$ cat config.mk
export PLATFORM = sky130hd
export DESIGN_NAME = ex_result_stage
export DESIGN_NICKNAME = d
export VERILOG_FILES = /design/src/rtl/ex_result_stage.sv
export SDC_FILE = /design/constraint.sdc
export NUM_CORES = 1
export LEC_CHECK = 0
export CAP_MARGIN = 30
export CORE_ASPECT_RATIO = 1.1
export CORE_MARGIN = 2
export CORE_UTILIZATION = 30
export CTS_CLUSTER_SIZE = 24
export DETAILED_ROUTE_END_ITERATION = 7
export PLACE_DENSITY = 0.62
export REMOVE_ABC_BUFFERS = 1
export SYNTH_ARGS = -nofsm -noshare
export SYNTH_HDL_FRONTEND = slang
export SYNTH_SLANG_ARGS = --single-unit
$ cat constraint.sdc
create_clock -name clk -period 1.85 [get_ports clk]
set_input_delay 0.37 -clock clk [delete_from_list [all_inputs] [get_ports clk]]
set_output_delay 0.37 -clock clk [all_outputs]
set_load 0.02 [all_outputs]
$ cat src/rtl/ex_result_stage.sv
// ex_result_stage
//   Execute-stage back end downstream of the 16-bit ALU. Resolves set-condition
//   instructions (SEQ/SLT/SLE/SCO) and conditional branches from the ALU result
//   and flags, maintains the architectural {N,Z,P,CO} flag register, and hands
//   each resolved transaction to the memory stage through a 2-entry
//   valid/ready buffer.
//
// Ports
//   clk, rst                  clock (rising edge), asynchronous active-low reset
//   in_valid / in_ready       upstream handshake; in_ready depends only on state
//   alu_result, alu_n/z/p/co  ALU result (treated as A-B for compares) and flags
//   op_a_msb, op_b_msb        operand sign bits for the signed less-than
//   cond_op                   resolve op: 0 PASS, 1 SEQ, 2 SLT, 3 SLE, 4 SCO,
//                             5 BEQZ, 6 BNEZ, 7 BLTZ, 8 BGEZ, others PASS
//   in_dest, in_wr_en         destination register and write request
//   in_flag_we                load the flag register when accepted
//   out_valid / out_ready     downstream handshake for the head entry
//   out_data, out_dest,
//   out_wr_en, out_taken      resolved head entry
//   flags_q                   architectural flag register {N,Z,P,CO}

module ex_result_stage #(
    parameter int DATA_W = 16,
    parameter int DEST_W = 3,
    parameter int DEPTH  = 2   // the pointer/count logic only supports 2
) (
    input  logic              clk,
    input  logic              rst,
    input  logic              in_valid,
    output logic              in_ready,
    input  logic [DATA_W-1:0] alu_result,
    input  logic              alu_n,
    input  logic              alu_z,
    input  logic              alu_p,
    input  logic              alu_co,
    input  logic              op_a_msb,
    input  logic              op_b_msb,
    input  logic [3:0]        cond_op,
    input  logic [DEST_W-1:0] in_dest,
    input  logic              in_wr_en,
    input  logic              in_flag_we,
    output logic              out_valid,
    input  logic              out_ready,
    output logic [DATA_W-1:0] out_data,
    output logic [DEST_W-1:0] out_dest,
    output logic              out_wr_en,
    output logic              out_taken,
    output logic [3:0]        flags_q
);

    typedef enum logic [3:0] {
        OP_PASS = 4'd0,
        OP_SEQ  = 4'd1,
        OP_SLT  = 4'd2,
        OP_SLE  = 4'd3,
        OP_SCO  = 4'd4,
        OP_BEQZ = 4'd5,
        OP_BNEZ = 4'd6,
        OP_BLTZ = 4'd7,
        OP_BGEZ = 4'd8
    } cond_op_e;

    typedef struct packed {
        logic [DATA_W-1:0] data;
        logic [DEST_W-1:0] dest;
        logic              wr_en;
        logic              taken;
    } entry_t;

    localparam logic [1:0] FULL = 2'(DEPTH);

    // ------------------------------------------------------------------
    // Combinational resolution of the incoming ALU transaction
    // ------------------------------------------------------------------
    logic   lt;
    logic   eq;
    entry_t res;

    // With A-B, the N flag gives the wrong answer when the subtraction
    // overflows; that only happens when the operand signs differ, and then
    // A < B exactly when A is the negative one.
    assign lt = (op_a_msb != op_b_msb) ? op_a_msb : alu_n;
    assign eq = alu_z;

    always_comb begin
        // NOTE: every field gets a default before the case so no path leaves
        // a value unassigned, which would otherwise infer a latch.
        res.data  = alu_result;
        res.dest  = in_dest;
        res.wr_en = in_wr_en;
        res.taken = 1'b0;
        case (cond_op)
            OP_SEQ:  res.data = {{(DATA_W-1){1'b0}}, eq};
            OP_SLT:  res.data = {{(DATA_W-1){1'b0}}, lt};
            OP_SLE:  res.data = {{(DATA_W-1){1'b0}}, lt | eq};
            OP_SCO:  res.data = {{(DATA_W-1){1'b0}}, alu_co};
            OP_BEQZ: begin res.wr_en = 1'b0; res.taken = alu_z;  end
            OP_BNEZ: begin res.wr_en = 1'b0; res.taken = ~alu_z; end
            OP_BLTZ: begin res.wr_en = 1'b0; res.taken = alu_n;  end
            OP_BGEZ: begin res.wr_en = 1'b0; res.taken = ~alu_n; end
            default: ;  // PASS and reserved encodings
        endcase
    end

    // ------------------------------------------------------------------
    // 2-entry circular buffer and flag register
    // ------------------------------------------------------------------
    entry_t     mem_q [DEPTH];
    entry_t     mem_d [DEPTH];
    logic       wr_ptr_q, wr_ptr_d;
    logic       rd_ptr_q, rd_ptr_d;
    logic [1:0] count_q,  count_d;
    logic [3:0] flags_d;
    logic       accept;
    logic       pop;
    entry_t     head;

    // in_ready comes straight from the count register, so there is no
    // combinational path from out_ready back upstream.
    assign in_ready  = (count_q != FULL);
    assign out_valid = (count_q != 2'd0);
    assign accept    = in_valid & in_ready;
    assign pop       = out_valid & out_ready;

    assign head      = mem_q[rd_ptr_q];
    assign out_data  = head.data;
    assign out_dest  = head.dest;
    assign out_wr_en = head.wr_en;
    assign out_taken = head.taken;

    always_comb begin
        mem_d = mem_q;
        if (accept) begin
            mem_d[wr_ptr_q] = res;
        end
        // 1-bit pointers wrap 1 -> 0 naturally.
        wr_ptr_d = wr_ptr_q ^ accept;
        rd_ptr_d = rd_ptr_q ^ pop;
        count_d  = count_q + {1'b0, accept} - {1'b0, pop};
        flags_d  = (accept && in_flag_we) ? {alu_n, alu_z, alu_p, alu_co} : flags_q;
    end

    // NOTE: state uses non-blocking assignments so every flop samples the
    // pre-edge values, independent of statement order.
    always_ff @(posedge clk or negedge rst) begin
        if (!rst) begin
            wr_ptr_q <= 1'b0;
            rd_ptr_q <= 1'b0;
            count_q  <= 2'd0;
            flags_q  <= 4'd0;
            // NOTE: the entry storage is reset too, because the outputs are
            // driven from it directly and must read zero out of reset.
            for (int i = 0; i < DEPTH; i++) begin
                mem_q[i] <= '0;
            end
        end else begin
            wr_ptr_q <= wr_ptr_d;
            rd_ptr_q <= rd_ptr_d;
            count_q  <= count_d;
            flags_q  <= flags_d;
            mem_q    <= mem_d;
        end
    end

endmodule

Yosys cells after proc, flatten, opt, wreduce, memory -nomap -nowiden
Index checks and enable logic that the tools add are counted.
{ "totals": {"regBits": 50, "inputBits": 35, "out_inout_bits": 27, "elab_cells": 48} }
{ "op_classes": {"n_bitwise": 9, "magnitude_cmp": 3, "reduce_logical": 3, "n_mux": 9, "n_addsub": 2, "n_eq_ne": 10} }
{ "ops": {"columns": ["operator", "count"], "rows": [
  ["21-bit two-way mux", 4],
  ["16-bit case mux with 4 select lines", 1],
  ["42-bit bitwise mux", 1],
  ["21-bit demux with 1-bit select", 1],
  ["4-bit by 3-bit == test with 1-bit output, second input constant", 4],
  ["4-bit by 2-bit == test with 1-bit output, second input constant", 2],
  ["2-bit case mux with 4 select lines", 1],
  ["4-bit by 1-bit == test with 1-bit output, second input constant", 1],
  ["4-bit == test, second input constant", 1],
  ["2-bit greater-or-equal comparator, second input constant", 2],
  ["1-bit NOT with 2-bit output", 2],
  ["2-bit by 1-bit adder with 2-bit output", 1],
  ["1-bit bitwise AND", 2],
  ["1-bit logical AND", 2],
  ["2-bit by 1-bit < comparator with 1-bit output, second input constant", 1],
  ["2-bit != test, second input constant", 1],
  ["1-bit NOT", 2],
  ["2-bit nonzero test", 1],
  ["2-bit by 1-bit subtractor with 2-bit output", 1],
  ["1-bit bitwise XOR", 2],
  ["1-bit two-way mux", 1],
  ["1-bit != test", 1],
  ["1-bit OR", 1]
]} }

Logic depth before layout (Yosys ltp)
Gate-level depths: netlist of the first run.
{ "depth": {"word_depth": 6, "depth_mapped": 8, "ltp_nobuf": 7} }

Worst setup path after synthesis of the first run
No wires, ideal clock.
{ "synth_timing": {"path_kind": "flip-flop to flip-flop", "from": "register count_q[1]", "to": "register count_q[1]", "setup_slack_ns": 0.078, "required_time_ns": 1.727, "setup_ns": 0.123, "arrival_time_ns": 1.649, "path_stages_with_launch": 8, "synth_period_minus_slack_ns": 1.772, "path_buffers": 0, "cell_sequence": "dfrtp_1 -> or2_2 -> and2_1 -> ha_1 -> inv_1 -> ha_1 -> xnor2_1 -> xnor2_1"} }
{ "synth_between": {"word_cells_on_any_way": 6, "cone_classes": "add/sub (2); eq/ne (1); bitwise (2); reduce/logical (1)"} }
{ "synth_rtl": {"columns": ["element", "line", "source"], "rows": [
  ["start, declared", "112", "logic [1:0] count_q, count_d;"],
  ["start signal, assigned", "159", "count_q <= count_d;"],
  ["2-bit nonzero test", "121", "assign out_valid = (count_q != 2'd0);"],
  ["via out_valid", "42", "output logic out_valid,"],
  ["1-bit bitwise AND", "123", "assign pop = out_valid & out_ready;"],
  ["2-bit by 1-bit subtractor with 2-bit output", "139", "count_d = count_q + {1'b0, accept} - {1'b0, pop};"],
  ["via count_d[1]", "112", null]
]} }
The timed path passes the listed nets, and every way through them passes these cells.
A chain may end at the register's enable or synchronous reset.

Worst setup path after layout of the first run
{ "layout_timing": {"from": "register rd_ptr_q", "to": "output out_dest[1]"} }
{ "layout_between": {"elab_chain_cells": 4} }
{ "layout_rtl": {"columns": ["element", "line", "source"], "rows": [
  ["start, declared", "111", "logic rd_ptr_q, rd_ptr_d;"],
  ["start signal, assigned", "158", "rd_ptr_q <= rd_ptr_d;"],
  ["1-bit NOT with 2-bit output (implied by the code)", "125", "assign head = mem_q[rd_ptr_q];"],
  ["21-bit two-way mux (implied by the code) (3 in series)", "125", null],
  ["end, declared", "45", "output logic [DEST_W-1:0] out_dest,"]
]} }
Every way passes these cells. The select of a mux whose other input is x is not followed.

==> results of run 1 <==
-- through the flow --
stage / setup TNS, ps / cells
6_report: 0 / 428
5_1_grt: -22.2 / 428
4_1_cts: -20.6 / 426
3_5_place_dp: -637 / 418
3_3_place_gp: -16.4 / 418
2_1_floorplan: -2840 / 233
-- final timing paths --
check                              end        from  cells after the start  slack, ps
max                        out_dest[1]    rd_ptr_q                      3         70
min                          mem_q[34]         rst                      2         40
max reg2reg                 count_q[1]  count_q[1]                      7         80
min reg2reg                   mem_q[2]    mem_q[2]                      1        510
max in group asynchronous    mem_q[21]         rst                      2       1590
min in group clk              mem_q[2]    mem_q[2]                      1        510
-- final cells by class --
type	instances	area [um2]	share of cell area, %
clock buffers	5	68.8	2.12
clock inverters	3	68.8	2.12
inverters	36	135	4.15
multi-input cells	147	916	28.2
flip-flops and latches	50	1250	38.5
well taps	108	135	4.15
repair buffers	79	678	20.8
-- synthesized netlist by cell type (all sizes together) --
cell	count
o32a	1
clkbuf	8
o211ai	1
or2	1
nand2b	4
mux2	18
o21ai	45
o21a	2
o221ai	1
or3	1
xnor2	2
o22ai	1
xor2	1
nand2	20
and2	1
a31oi	2
nor2b	1
o221a	1
ha	4
inv	36
a21oi	3
nor2	5
nor3	1
a211o	1
nand3	30
buf	7
dfrtp	50
-- logic make-up after synthesis --
| logic type | count (synthesis) | synth area share (%) |
|---|---|---|
| muxes | 18 | 8.53 |
| DFF | 50 | 52.6 |
| and+or+nand+nor | 64 | 13.0 |
| buffers and inverters | 51 | 9.16 |
| adders and majority gates | 4 | 2.11 |
| xor gates and xnor gates | 3 | 1.11 |
| AOI/OAI and AO/OA | 58 | 13.5 |
-- layout by cell type (no fill, tap or decap), drive strengths merged --
cell type / n
or2: 1
nand2b: 4
ha: 4
nor3: 1
a21oi: 3
o32a: 1
dlygate4sd2: 1
a31oi: 2
o221ai: 1
o21a: 2
and2: 1
nand2: 20
nand3: 30
xor2: 1
a211o: 1
clkinv: 1
xnor2: 2
dfrtp: 50
inv: 36
mux2: 18
clkbuf: 16
o22ai: 1
or3: 1
o211ai: 1
o221a: 1
nor2b: 1
nor2: 5
clkdlybuf4s15: 4
bufinv: 2
clkdlybuf4s50: 38
o21ai: 45
buf: 25
-- power by group through the flow --
stage | Combinational (mW) | Sequential, mW | Clock, mW
6_report | 2.56 | 1.82 | 0.924
5_1_grt | 2.88 | 1.88 | 0.999
4_1_cts | 2.63 | 1.83 | 0.963
3_5_place_dp | 2.81 | 1.84 | 0
3_3_place_gp | 2.78 | 1.83 | 0
2_1_floorplan | 1.49 | 1.90 | 0
-- sequential cells by signal, summed over array words and instances, names as in the netlist --
signal / cells
count_q: 2
flags_q: 4
mem_q: 42
rd_ptr_q: 1
wr_ptr_q: 1
-- routing by layer --
layer / vias to the layer above / track usage [%] / part of all wire [%]
met2: 35 / 20.7 / 49
li1: 962 / - / -
met4: 0 / 3.50 / 0.78
met5: - / 0 / 0
met3: 6 / 3.48 / 4.9
met1: 903 / 17.2 / 45
-- what timing repair did --
action	CTS	global route
resized for setup	50	36
buffers inserted	0	2
endpoints found under the setup margin	22	20
==> results_tabular.tex, run 1 <==
\begin{tabular}{lr}
\hline
Metric & Value \\
\hline
\multicolumn{2}{l}{\textbf{GRT}} \\
Initial antenna violation count & 0 \\
Combined global-route utilization of all metal layers & 13.0\% \\
Maximum number of pins on one net before global-route repair & 51 \\
Vias in the first global route & around 2000 \\
Global-route wire length before repair & about 9000 um \\
Total congestion overflow after global routing & 0 \\
\multicolumn{2}{l}{\textbf{Setup path}} \\
Number of buffer and inverter stages on the critical path & 2 \\
CP max FO & 16 \\
Worst stage delay on the critical path & roughly 420 ps \\
Arrival time at the worst endpoint & around 1400 ps \\
Cell family with the largest share of critical-path delay & flip-flops \\
Required time of the critical path & 1480 ps \\
Endpoint kind of the worst setup timing path & output pin \\
Crit path cell chain & buf\_6, mux2\_2, buf\_2 \\
Type of element launching the critical path & flop \\
Startpoint-to-endpoint class of the critical path & flop to output pin \\
Critical-path top delay cell & sky130\_fd\_sc\_hd\_\_dfrtp\_1 \\
\multicolumn{2}{l}{\textbf{Routing}} \\
Residual DRC count & 0 \\
Post-DR vias/cell & between 4 and 5 \\
Sum of routed wire length over all layers & between 5000 and 6000 um \\
DRT Pass-1 Iters & 4 \\
Antenna-violating nets left & 0 \\
Via count & approximately 1900 \\
Wire length per cell after detailed routing & between 10 and 15 um \\
Count of routing violations after the opening detailed-route iteration & 98 \\
\multicolumn{2}{l}{\textbf{Final layout}} \\
Syn-to-layout area delta & 36.8\% \\
Post-route core utilization & about two fifths \\
Ant. Diodes & 0 \\
Final net count & around 360 \\
Share of layout cells above drive strength 1 & 21.9\% \\
Layout filler cell count & 780 \\
Final design area excluding fillers & $\sim$0.0033 mm2 \\
\multicolumn{2}{l}{\textbf{Power and ir drop}} \\
Cell Int Power & around 3.3 mW \\
Maximum ir drop on the vdd rail & $\sim$0.66 mV \\
Sw power & slightly above 2 mW \\
Sequential share of power & 34.3\% \\
Clock Power Share & between 10\% and 20\% \\
Share of total power in combinational logic & 48.3\% \\
Design Power & about 5.3 mW \\
Power per cell area & $\sim$1600 mW/mm2 \\
Leakage power & 1.46 nW \\
Fraction of power spent switching nets & roughly two fifths \\
\multicolumn{2}{l}{\textbf{Placement}} \\
Routability congestion estimate from global placement & roughly 0.73 \\
PortBufs & a little over 60 \\
Total placed instance area & 0.00317 mm2 \\
Detail Placement HPWL & 3680 um \\
Worst setup timing slack at the placement stage & -39.0 ps \\
\multicolumn{2}{l}{\textbf{Yosys}} \\
Post-synthesis instance total & approximately 250 \\
Top post-synthesis cells by area & sky130\_fd\_sc\_hd\_\_dfrtp\_1 53\%, sky130\_fd\_sc\_hd\_\_mux2\_2 8.5\%, sky130\_fd\_sc\_hd\_\_o21ai\_1 6.3\%, sky130\_fd\_sc\_hd\_\_nand3\_1 6.1\%, sky130\_fd\_sc\_hd\_\_inv\_1 5.7\% \\
Synth warnings & 0 \\
Register bit count reported by yosys & 50 \\
Unique cell type count in the Yosys netlist & 31 \\
Largest area contributor in the synthesized netlist & sky130\_fd\_sc\_hd\_\_dfrtp\_1 \\
Synth Area per Inst & $\sim$9.6 um2 \\
Share of the yosys chip area belonging to registers & approximately 53\% \\
Share of the synthesized area in the top cell type & between 50 and 60\% \\
Netlist area before placement & approximately 0.0024 mm2 \\
\multicolumn{2}{l}{\textbf{STA}} \\
Max transition margin & between 70\% and 80\% \\
Ratio of final minimum period to clock period & between 90\% and 100\% \\
Worst-case hold slack & 38.2 ps \\
Post-layout worst setup margin & $\sim$69 ps \\
Hold Violations, Final & 0 \\
Achievable frequency & approximately 0.56 GHz \\
Clock period minus worst slack & approximately 1800 ps \\
Fin Clk Skew & 9.14 ps \\
RSZ-0062 raised after global routing & true \\
Setup violations, final & 0 \\
Pin slew with the least headroom to its limit & around 340 ps \\
Number of max-slew violations in the final report & 0 \\
\multicolumn{2}{l}{\textbf{Clocking}} \\
Total clock sinks & 50 \\
Number of buffers on the longest clock path & 2 \\
Post-CTS Hold Fix Bufs & 0 \\
\# H-tree levels & 2 \\
Skew-Pair Late Insertion Delay & between 300 and 400 ps \\
CTS Buf Count & 5 \\
Clock tree root buffer cell & sky130\_fd\_sc\_hd\_\_clkbuf\_8 \\
Clock transition at the register clock pins on the worst setup and hold paths after CTS & around 100 ps \\
TritonCTS clock tree & done \\
\multicolumn{2}{l}{\textbf{Outcome}} \\
Status & finished clean \\
\multicolumn{2}{l}{\textbf{Die}} \\
Total core area & 0.00778 mm2 \\
Total I/O pin count & 62 \\
Row Count & 34 \\
Starting density of the core & a little under a third \\
Die Area & $\sim$0.0087 mm2 \\
Floorplan die height & about 97 um \\
Die span in x & slightly below 90 um \\
\multicolumn{2}{l}{\textbf{Worst hold path}} \\
Hold/Removal Path Class & input port to async pin \\
\multicolumn{2}{l}{\textbf{Run}} \\
Number of maximum-capacitance violations & 0 \\
\hline
\end{tabular}
No activity file was read; power rests on OpenSTA's default activity.
==> run 2: changes to the inputs <==
--- a/config.mk
+++ b/config.mk
@@ -8,10 +8,10 @@
 export CAP_MARGIN = 30
 export CORE_ASPECT_RATIO = 1.1
 export CORE_MARGIN = 2
-export CORE_UTILIZATION = 30
+export CORE_UTILIZATION = 48
 export CTS_CLUSTER_SIZE = 24
 export DETAILED_ROUTE_END_ITERATION = 7
-export PLACE_DENSITY = 0.62
+export PLACE_DENSITY = 0.91
 export REMOVE_ABC_BUFFERS = 1
 export SYNTH_ARGS = -nofsm -noshare
 export SYNTH_HDL_FRONTEND = slang
==> run 2 against run 1 <==
The flow now finishes with violations (setup timing). Global-route usage up 5.8 points. First-iteration DRC count is 16% higher. Clock skew up 6.9 ps. Critical path depth up 1. Power fell by 2.5%. Sequential share of layout area is 1.0 points higher. Hold slack improved by 110 ps. Highest routed layer unchanged. Cell area shrank 2.5%. Flip-flop and latch count unchanged. Count of clock-buffer cells in the layout unchanged.
==> results_tabular.tex, run 2 (synthesized netlist as in run 1, its figures left out) <==
\begin{tabular}{lr}
\hline
Metric & Value \\
\hline
\multicolumn{2}{l}{\textbf{Power and ir drop}} \\
Power per cell area & 1630 mW/mm2 (about the same) \\
Maximum ir drop on the vdd rail & 0.986 mV (+48\%) \\
Share of total power in combinational logic & 51.8\% (+3.5 points) \\
Cell Int Power & 3.11 mW (-5.2\%) \\
Sequential share of power & 35.5\% (+1.2 points) \\
Clock Power Share & 12.7\% (-4.7 points) \\
Leakage power & 1.45 nW (-0.47\%) \\
Sw power & 2.06 mW (+2.0\%) \\
Fraction of power spent switching nets & 39.9\% (+1.7 points) \\
\multicolumn{2}{l}{\textbf{Final layout}} \\
Most frequent cells in the layout & 49 x sky130\_fd\_sc\_hd\_\_dfrtp\_1, 38 x sky130\_fd\_sc\_hd\_\_clkdlybuf4s50\_1, 36 x sky130\_fd\_sc\_hd\_\_inv\_1, 30 x sky130\_fd\_sc\_hd\_\_o21ai\_1, 29 x sky130\_fd\_sc\_hd\_\_nand3\_1 \\
Post-route core utilization & 67.2\% (+25 points) \\
Final net count & 360 (+0.56\%) \\
Share of layout cells above drive strength 1 & 21.1\% (-0.76 points) \\
Ant. Diodes & 0 (unchanged) \\
Max FFs per register & 42 (unchanged) \\
Register name with the most flops & mem\_q \\
Regs by FF count & mem\_q x42, flags\_q x4, count\_q x2 \\
Syn-to-layout area delta & 33.4\% \\
Most common library cell in the layout ignoring fill and taps & sky130\_fd\_sc\_hd\_\_dfrtp\_1 \\
\multicolumn{2}{l}{\textbf{STA}} \\
Hold Violations, Final & 0 (unchanged) \\
Pin slew with the least headroom to its limit & 612 ps (+273 ps) \\
Post-layout worst setup margin & -8.34 ps (-77.3 ps) \\
Clock period minus worst slack & 1860 ps (+77.3 ps) \\
Number of max-slew violations in the final report & 0 (unchanged) \\
Achievable frequency & 0.538 GHz (-4.2\%) \\
Total Negative Setup Slacks & -13.3 ps (-13.3 ps) \\
Ratio of final minimum period to clock period & 100\% (+4.2 points) \\
Setup violations, final & 2 (+2) \\
Fin Clk Skew & 16.0 ps (+6.87 ps) \\
RSZ-0062 raised after global routing & true \\
Max transition margin & 59.2\% (-18 points) \\
\multicolumn{2}{l}{\textbf{Clocking}} \\
CTS Buf Count & 5 (unchanged) \\
Clock tree root buffer cell & sky130\_fd\_sc\_hd\_\_clkbuf\_8 \\
Number of buffers on the longest clock path & 2 (unchanged) \\
Clock transition at the register clock pins on the worst setup and hold paths after CTS & 100 ps (about the same) \\
Skew-Pair Late Insertion Delay & 310 ps (about the same) \\
\# H-tree levels & 2 (unchanged) \\
Total clock sinks & 50 (unchanged) \\
TritonCTS clock tree & done \\
Post-CTS Hold Fix Bufs & 0 (unchanged) \\
\multicolumn{2}{l}{\textbf{Placement}} \\
Worst setup timing slack at the placement stage & -25.0 ps (+14.1 ps) \\
PortBufs & 61 (unchanged) \\
Detail Placement HPWL & 3530 um (-4.0\%) \\
Routability congestion estimate from global placement & 0.800 (+9.7\%) \\
\multicolumn{2}{l}{\textbf{Setup path}} \\
Endpoint kind of the worst setup timing path & output pin \\
Worst stage delay on the critical path & 430 ps (about the same) \\
Arrival time at the worst endpoint & 1490 ps (+80 ps) \\
Startpoint-to-endpoint class of the critical path & flop to output pin \\
Cell seen most often among critical-path stages & sky130\_fd\_sc\_hd\_\_buf\_6 \\
Required time of the critical path & 1480 ps (about the same) \\
CP max FO & 12 (-4) \\
Crit path cell chain & buf\_6, buf\_4, mux2\_2, buf\_6 \\
Number of buffer and inverter stages on the critical path & 3 (+1) \\
Type of element launching the critical path & flop \\
Critical-path top delay cell & sky130\_fd\_sc\_hd\_\_dfrtp\_2 \\
Cell family with the largest share of critical-path delay & flip-flops \\
\multicolumn{2}{l}{\textbf{Die}} \\
Die span in x & 71.1 um (-20\%) \\
Starting density of the core & 50.4\% (+20 points) \\
Die Area & 0.00553 mm2 (-36\%) \\
Total core area & 0.00472 mm2 (-39\%) \\
Floorplan die height & 77.8 um (-20\%) \\
Row Count & 26 (-24\%) \\
Total I/O pin count & 62 (unchanged) \\
\multicolumn{2}{l}{\textbf{GRT}} \\
Total congestion overflow after global routing & 0 (unchanged) \\
Global-route wire length before repair & 8250 um (-8.4\%) \\
Met1 usage & 24.0\% (+6.8 points) \\
Global routing met3 resource utilization & 5.84\% (+2.4 points) \\
Global routing's busiest layer & met2 \\
Initial antenna violation count & 0 (unchanged) \\
Combined global-route utilization of all metal layers & 18.8\% (+5.8 points) \\
Vias in the first global route & 1860 (-4.9\%) \\
Met2 usage & 31.0\% (+10 points) \\
Maximum number of pins on one net before global-route repair & 51 (unchanged) \\
\multicolumn{2}{l}{\textbf{Routing}} \\
Sum of routed wire length over all layers & 4860 um (-5.0\%) \\
Residual DRC count & 0 (unchanged) \\
Post-DR vias/cell & 5.16 (+16\%) \\
Wire length per cell after detailed routing & 12.8 um (+7.6\%) \\
Count of routing violations after the opening detailed-route iteration & 114 (+16\%) \\
Via count & 1950 (+2.3\%) \\
DRT Pass-1 Iters & 4 (unchanged) \\
Antenna-violating nets left & 0 (unchanged) \\
\multicolumn{2}{l}{\textbf{Worst hold path}} \\
Hold/Removal Path Class & input port to async pin \\
\multicolumn{2}{l}{\textbf{Outcome}} \\
Status & complete, but fails checks \\
Violated checks & setup timing \\
\multicolumn{2}{l}{\textbf{Run}} \\
Number of maximum-capacitance violations & 0 (unchanged) \\
\hline
\end{tabular}
## run 2: cell count changes in the layout (fill, tap and decap cells not counted), sizes merged
cell | before | now
clkinv | 1 | 0
dlygate4sd1 | 0 | 1
inv | 36 | 37
clkinvlp | 0 | 2
clkbuf | 16 | 18
bufinv | 2 | 0
dlygate4sd2 | 1 | 2
buf | 25 | 23
## run 2: layout make-up
cell class	count	area, um2
Multi-Input combinational cell	147	917
Clock buffer	5	68.8
Sequential cell	50	1250
Tap cell	56	70.1
Inverter	36	135
Fill cell	369	1550
Timing Repair Buffer	81	704
Clock inverter	3	23.8
## run 2: worst paths after layout
path,from,to,slack [ps],cells past startpoint
setup / recovery,rd_ptr_q,out_data[0],-8,4
min in group clk,mem_q[22],mem_q[22],510,1
hold / removal,rst,mem_q[13],150,2
setup reg to reg,count_q[1],count_q[1],140,7
hold reg to reg,mem_q[22],mem_q[22],510,1
max in group asynchronous,rst,rd_ptr_q,1260,2
## run 2: layer usage
| metal | up-vias | share of wire, % |
|---|---|---|
| met5 | - | 0 |
| met4 | 0 | 1.1 |
| met3 | 7 | 6.2 |
| met2 | 56 | 49 |
| met1 | 914 | 43 |
| li1 | 973 | - |
## run 2: stage by stage
| step | total power [mW] | area [um2] | instances | hold slack (ps) |
|---|---|---|---|---|
| after detailed placement | 4.65 | 3080 | 365 | 493 |
| final | 5.18 | 3170 | 378 | 148 |
| after global placement | 4.55 | 3080 | 365 | 482 |
| after floorplan | 3.39 | 2290 | 233 | 74.4 |
| after CTS | 5.08 | 3140 | 373 | 173 |
| after global routing | 5.57 | 3170 | 378 | 207 |
## run 2: power groups by stage
stage	Sequential, mW	Clock (mW)	Combinational (mW)
global route	1.90	0.715	2.95
CTS	1.83	0.675	2.58
floorplan	1.90	0	1.49
global placement	1.82	0	2.73
finish	1.84	0.655	2.68
detailed placement	1.85	0	2.80
## run 2: repair_timing
item | CTS | global route
hold endpoints to repair | 0 | 0
gates resized for setup | 29 | 52
endpoints found under the setup margin | 22 | 21
pin swaps | 0 | 2
setup buffers | 0 | 5
gates cloned | 0 | 0
